## config.mk

```make
export PLATFORM = sky130hd
export DESIGN_NAME = pdl_puf_eval_ctrl
export DESIGN_NICKNAME = d
export VERILOG_FILES = /design/src/rtl/pdl_pkg.sv /design/src/rtl/pdl_arb_sync.sv /design/src/rtl/pdl_puf_eval_ctrl.sv
export SDC_FILE = /design/constraint.sdc
export NUM_CORES = 1
export LEC_CHECK = 0
export CORE_ASPECT_RATIO = 1.75
export CORE_MARGIN = 2
export CORE_UTILIZATION = 46
export CTS_BUF_LIST = sky130_fd_sc_hd__clkbuf_4 sky130_fd_sc_hd__clkbuf_8
export CTS_CLUSTER_SIZE = 30
export DETAILED_ROUTE_END_ITERATION = 16
export GPL_ROUTABILITY_DRIVEN = 0
export PLACE_DENSITY = 0.89
export SLEW_MARGIN = 20
export SYNTH_ARGS = -nofsm -noshare
export SYNTH_HDL_FRONTEND = slang
export SYNTH_SLANG_ARGS = --single-unit
```

## constraint.sdc

```tcl
create_clock -name clk -period 10.4 [get_ports clk]
set_input_delay 2.08 -clock clk [delete_from_list [all_inputs] [get_ports clk]]
set_output_delay 2.08 -clock clk [all_outputs]
set_load 0.005 [all_outputs]
```

## src/rtl/pdl_pkg.sv

```systemverilog
// Shared definitions for the PDL PUF evaluation controller:
// FSM state encoding, default parameter values and a constant-foldable
// ceil(log2) helper used for derived widths.
package pdl_pkg;

  typedef enum logic [2:0] {
    S_IDLE,
    S_SETTLE,
    S_EVAL,
    S_RELAX,
    S_DONE
  } pdl_state_t;

  localparam int unsigned DEF_STAGES        = 64;
  localparam int unsigned DEF_SAMPLES       = 7;
  localparam int unsigned DEF_SETTLE_CYCLES = 4;
  localparam int unsigned DEF_EVAL_CYCLES   = 4;
  localparam int unsigned DEF_RELAX_CYCLES  = 4;

  // Returns ceil(log2(v)); 0 for v <= 1.
  function automatic int unsigned clog2(input int unsigned v);
    int unsigned r;
    int unsigned x;
    r = 0;
    x = (v > 0) ? v - 1 : 0;
    while (x > 0) begin
      r = r + 1;
      x = x >> 1;
    end
    return r;
  endfunction

endpackage

```

## src/rtl/pdl_arb_sync.sv

```systemverilog
// Two-flop synchroniser for the asynchronous arbiter output.
// Ports:
//   clk      - system clock
//   reset    - asynchronous active-high reset (both flops clear to 0)
//   arb_in   - raw arbiter output, asynchronous to clk
//   arb_sync - synchronised arbiter value (pure flop output)
module pdl_arb_sync (
  input  logic clk,
  input  logic reset,
  input  logic arb_in,
  output logic arb_sync
);

  logic meta;

  always_ff @(posedge clk or posedge reset) begin
    if (reset) begin
      meta     <= 1'b0;
      arb_sync <= 1'b0;
    end else begin
      meta     <= arb_in;
      arb_sync <= meta;
    end
  end

endmodule

```

## src/rtl/pdl_puf_eval_ctrl.sv

```systemverilog
// Evaluation controller for an N-stage programmable-delay-line PUF.
// Latches a challenge onto the chain select buses, launches the race
// SAMPLES times, samples the synchronised arbiter output at the end of each
// launch window and majority-votes the samples into one response bit.
// Ports:
//   clk, reset               - clock, asynchronous active-high reset
//   chal_valid/chal_ready    - challenge handshake (ready only in IDLE)
//   chal_top/chal_btm        - per-stage top/bottom select words
//   abort                    - synchronous cancel of a running evaluation
//   pdl_sel_top/pdl_sel_btm  - registered select buses to the chain
//   pdl_launch               - registered race launch
//   arb_in                   - raw arbiter output (asynchronous)
//   resp_valid               - one-cycle response strobe
//   resp_bit/resp_ones       - majority result and count of 1 samples
//   busy                     - high whenever not IDLE
module pdl_puf_eval_ctrl
  import pdl_pkg::*;
#(
  parameter  int unsigned STAGES        = DEF_STAGES,
  parameter  int unsigned SAMPLES       = DEF_SAMPLES,
  parameter  int unsigned SETTLE_CYCLES = DEF_SETTLE_CYCLES,
  parameter  int unsigned EVAL_CYCLES   = DEF_EVAL_CYCLES,
  parameter  int unsigned RELAX_CYCLES  = DEF_RELAX_CYCLES,
  localparam int unsigned CW            = clog2(SAMPLES + 1)
) (
  input  logic              clk,
  input  logic              reset,
  input  logic              chal_valid,
  output logic              chal_ready,
  input  logic [STAGES-1:0] chal_top,
  input  logic [STAGES-1:0] chal_btm,
  input  logic              abort,
  output logic [STAGES-1:0] pdl_sel_top,
  output logic [STAGES-1:0] pdl_sel_btm,
  output logic              pdl_launch,
  input  logic              arb_in,
  output logic              resp_valid,
  output logic              resp_bit,
  output logic [CW-1:0]     resp_ones,
  output logic              busy
);

  if ((SAMPLES % 2) == 0 || SAMPLES < 1) begin : g_bad_samples
    $error("pdl_puf_eval_ctrl: SAMPLES must be odd and >= 1");
  end
  if (SETTLE_CYCLES < 1 || EVAL_CYCLES < 3 || RELAX_CYCLES < 1) begin : g_bad_timing
    $error("pdl_puf_eval_ctrl: SETTLE>=1, EVAL>=3, RELAX>=1 required");
  end

  localparam int unsigned TMAX_A = (SETTLE_CYCLES > EVAL_CYCLES) ? SETTLE_CYCLES : EVAL_CYCLES;
  localparam int unsigned TMAX   = (TMAX_A > RELAX_CYCLES) ? TMAX_A : RELAX_CYCLES;
  localparam int unsigned TW     = clog2(TMAX + 1);

  pdl_state_t    state;
  logic [TW-1:0] tcnt;
  logic [CW-1:0] ones;
  logic [CW-1:0] samp;
  logic          arb_sync;

  pdl_arb_sync u_sync (
    .clk      (clk),
    .reset    (reset),
    .arb_in   (arb_in),
    .arb_sync (arb_sync)
  );

  always_ff @(posedge clk or posedge reset) begin
    if (reset) begin
      state       <= S_IDLE;
      tcnt        <= '0;
      ones        <= '0;
      samp        <= '0;
      chal_ready  <= 1'b1;
      busy        <= 1'b0;
      pdl_sel_top <= '0;
      pdl_sel_btm <= '0;
      pdl_launch  <= 1'b0;
      resp_valid  <= 1'b0;
      resp_bit    <= 1'b0;
      resp_ones   <= '0;
    end else begin
      resp_valid <= 1'b0;
      case (state)
        S_IDLE: begin
          if (chal_valid) begin
            pdl_sel_top <= chal_top;
            pdl_sel_btm <= chal_btm;
            ones        <= '0;
            samp        <= '0;
            tcnt        <= TW'(SETTLE_CYCLES - 1);
            chal_ready  <= 1'b0;
            busy        <= 1'b1;
            state       <= S_SETTLE;
          end
        end
        S_SETTLE, S_EVAL, S_RELAX: begin
          if (abort) begin
            pdl_launch <= 1'b0;
            chal_ready <= 1'b1;
            busy       <= 1'b0;
            state      <= S_IDLE;
          end else if (tcnt != '0) begin
            tcnt <= tcnt - TW'(1);
          end else if (state == S_EVAL) begin
            // Sample taken on the last launch-high cycle; EVAL_CYCLES >= 3
            // guarantees the synchroniser reflects this launch.
            ones       <= ones + CW'(arb_sync);
            samp       <= samp + CW'(1);
            pdl_launch <= 1'b0;
            tcnt       <= TW'(RELAX_CYCLES - 1);
            state      <= S_RELAX;
          end else if (state == S_SETTLE || samp < CW'(SAMPLES)) begin
            pdl_launch <= 1'b1;
            tcnt       <= TW'(EVAL_CYCLES - 1);
            state      <= S_EVAL;
          end else begin
            // Response registers load on entry so they are valid during DONE.
            resp_valid <= 1'b1;
            resp_bit   <= (ones > CW'(SAMPLES / 2));
            resp_ones  <= ones;
            state      <= S_DONE;
          end
        end
        S_DONE: begin
          chal_ready <= 1'b1;
          busy       <= 1'b0;
          state      <= S_IDLE;
        end
        default: begin
          pdl_launch <= 1'b0;
          chal_ready <= 1'b1;
          busy       <= 1'b0;
          state      <= S_IDLE;
        end
      endcase
    end
  end

endmodule

```

==> flow_summary.json <==
{
  "netlist_area_um2": 5778,
  "drive_above_1_share": 0.2623,
  "crit_arrival_ns": 4.26,
  "hold_buffers": 0,
  "post-cts-setup-buffers": 0,
  "cts_resized": 0,
  "setup_viol": 0,
  "p_comb_frac": 0.386,
  "grt_pass1_wl_um": 23620,
  "power.internal_uw": 1693,
  "switching_share": 0.2709,
  "route.detailed.drc": 0,
  "fin_skew_ns": 0.01155,
  "synth-edff-count": 0,
  "core-area_um2": 12360,
  "clock_latency_ns": 0.44,
  "pre_cts_ws_ns": 5.980,
  "n_antenna_cell": 0,
  "worst_slack_ns": 6.455,
  "max_freq_mhz": 253.5,
  "cts_max_level": 4,
  "yosys-top-cells-count": "dfrtp_1 (149), mux2_2 (132), o21ai_0 (12)",
  "numClockSinks": 150,
  "syn_area_per_cell_um2": 15.66,
  "dieArea_um2": 13510,
  "initial_utilization": 0.4673,
  "irDropWorstVdd_v": 0.0001393,
  "path_max_fanout": 80,
  "cts_tree": "done",
  "power_density_nw_per_um2": 257.3,
  "rows": 54,
  "netlist.top_cell.by_area": "dfrtp_1",
  "syn_inst": 369,
  "antenna_found_initial": 0,
  "grt.overflow.total": 0,
  "endpoint_kind": "flop",
  "drv_cap": 0,
  "area_growth_pct": 56.13,
  "crit_required_ns": 10.71,
  "drt_iter0_drc": 108,
  "p_sw_uw": 628.9,
  "hold_class": "flop to flop",
  "dp_hpwl_um": 11290,
  "p_clk_frac": 0.210,
  "fin_nets": 778,
  "synth_area_leaders": "dfrtp_1 (65%), mux2_2 (26%), ha_1 (1.1%), o21ai_0 (1.0%), buf_4 (1.0%)",
  "grt_pass1_vias": 4639,
  "grt_max_degree": 82,
  "post_drt_wl_per_cell_um": 18.53,
  "die_h_um": 152.3,
  "ant_nets": 0,
  "start_kind": "input port",
  "dieWidth_um": 88.72,
  "ys_seq_area_frac": 0.6498,
  "finalCritPeriodShare": 0.3793,
  "pwr-share-seq": 0.405,
  "report.final.slew_viol_count": 0,
  "finalWirelength_um": 15190,
  "outcome": "finished, final reports clean",
  "syn-num-nets": 507,
  "yosys_warnings": 0,
  "numPortBuffers": 268,
  "synth.most_common_cell": "dfrtp_1",
  "ys_async_sr_fraction": 1.000,
  "stdcell_count": 820,
  "worstSetupPathType": "input port to flop",
  "cts.clk_slew.worst_paths_ns": 0.08,
  "max_slew_margin": 0.3127,
  "hold_viol": 0,
  "ys_ff_latch": 150,
  "rsz0062_at_grt": "false",
  "vias": 4094,
  "synth_cell_types": 29,
  "numCtsBuffers": 17,
  "synthFlopType": "dfrtp_1",
  "p_leak_uw": 0.003734,
  "fin_tns_setup_ns": 0,
  "dr.pass1.iters": 4,
  "dp.cells": 789,
  "min_period_ns": 3.945,
  "via_per_inst": 4.993,
  "io_pins": 269,
  "worst_slew_pin_slew_ns": 1.031,
  "cts_buffer_depth": 2,
  "holdWs_ns": 0.3601,
  "netlist.area_leader.share": 0.6453,
  "root_buffer": "clkbuf_8",
  "grt_util_all_layers": 0.2328
}
## layout by cell type, fill, tap and decap left out
| cell | synthesis | layout |
|---|---|---|
| nand2_1 | 9 | 9 |
| clkbuf_8 | 0 | 17 |
| nor2b_1 | 2 | 2 |
| mux2_1 | 1 | 1 |
| inv_1 | 7 | 6 |
| a311oi_1 | 1 | 1 |
| mux2i_1 | 1 | 1 |
| and4bb_2 | 1 | 1 |
| o21bai_1 | 2 | 2 |
| nand3_1 | 1 | 1 |
| a22oi_1 | 1 | 1 |
| o21ai_0 | 12 | 12 |
| inv_6 | 0 | 3 |
| bufinv_16 | 0 | 4 |
| clkinv_4 | 0 | 1 |
| clkbuf_4 | 0 | 3 |
| and4_1 | 1 | 1 |
| nor4b_4 | 1 | 1 |
| a21oi_1 | 7 | 7 |
| mux2_2 | 132 | 132 |
| ha_1 | 5 | 5 |
| clkinvlp_4 | 0 | 3 |
| buf_4 | 8 | 2 |
| nor3_1 | 2 | 2 |
| or2_2 | 1 | 1 |
| dfstp_2 | 1 | 1 |
| nor2_1 | 4 | 4 |
| clkinv_2 | 0 | 1 |
| o32a_1 | 1 | 1 |
| o22ai_1 | 1 | 1 |
| nand2b_1 | 3 | 3 |
| or3_1 | 3 | 3 |
| clkdlybuf4s50_1 | 0 | 268 |
| nand3b_1 | 1 | 1 |
| buf_6 | 0 | 1 |
| dfrtp_1 | 149 | 149 |
## power groups by stage
stage	clock network (uW)	registers, uW	logic (uW)
3_3_place_gp	0	931	869
6_report	487	939	895
5_1_grt	521	969	950
4_1_cts	497	942	908
3_5_place_dp	0	950	900
2_1_floorplan	0	949	310
## layout make-up
cell class / instances / area, um2
flip-flops and latches: 150 / 3755
fillers: 855 / 3343
repair buffers: 271 / 2709
multi-input cells: 193 / 1886
clock buffers: 20 / 256.5
well taps: 168 / 210.2
clock inverters: 11 / 173.9
inverters: 7 / 31.28
## sequential cells by signal, summed over array words and instances, names as in the netlist
name             flops
u_sync.arb_sync      1
samp                 3
pdl_sel_top         64
resp_valid           1
pdl_sel_btm         64
ones                 3
chal_ready           1
state                3
tcnt                 3
resp_bit             1
u_sync.meta          1
resp_ones            3
busy                 1
pdl_launch           1
## cells by family after synthesis
group | Yosys count | synth area share
buffers and inverters | 26 | 0.02382
AND/OR/NAND/NOR | 29 | 0.02988
multiplexers | 134 | 0.2609
flip-flops | 150 | 0.6498
adder cells (fa/ha/maj) | 5 | 0.01083
AO/OA/AOI/OAI | 25 | 0.02469
## through the flow
stage | total power (uW) | cell area (um2) | util
after floorplan | 1260 | 5778 | -
final | 2322 | 9021 | 0.7296
after detailed placement | 1850 | 8587 | 0.6945
after CTS | 2347 | 9017 | 0.7293
after global routing | 2440 | 9021 | 0.7296
after global placement | 1800 | 8587 | 0.6945
## worst paths after layout
| check | depth (start not counted) | from | end | slack, ns |
|---|---|---|---|---|
| worst max-delay path | 5 | chal_valid | tcnt[1]$_DFFE_PP0P_ | 6.45 |
| worst min register to register | 0 | u_sync.meta$_DFF_PP0_ | u_sync.arb_sync$_DFF_PP0_ | 0.36 |
| worst min-delay path | 0 | u_sync.meta$_DFF_PP0_ | u_sync.arb_sync$_DFF_PP0_ | 0.36 |
| max in group asynchronous | 3 | reset | pdl_sel_btm[57]$_DFFE_PP0P_ | 7.17 |
| worst max register to register | 4 | state[1]$_DFFE_PP0P_ | tcnt[1]$_DFFE_PP0P_ | 8.00 |
| min in group asynchronous | 2 | reset | pdl_sel_top[41]$_DFFE_PP0P_ | 2.10 |
## metal layers
layer | share of wire | track usage
met1 | 0.33 | 0.2263
met5 | 0 | 0
met3 | 0.053 | 0.06663
met4 | 0.043 | 0.1111
met2 | 0.57 | 0.4289
## critical path, cell delays in order
cell	delay, ns
clkdlybuf4s50_1	0.51
nor4b_4	0.23
buf_4	0.79
o22ai_1	0.28
mux2_1	0.36
Power figures use the tool's default switching activity.
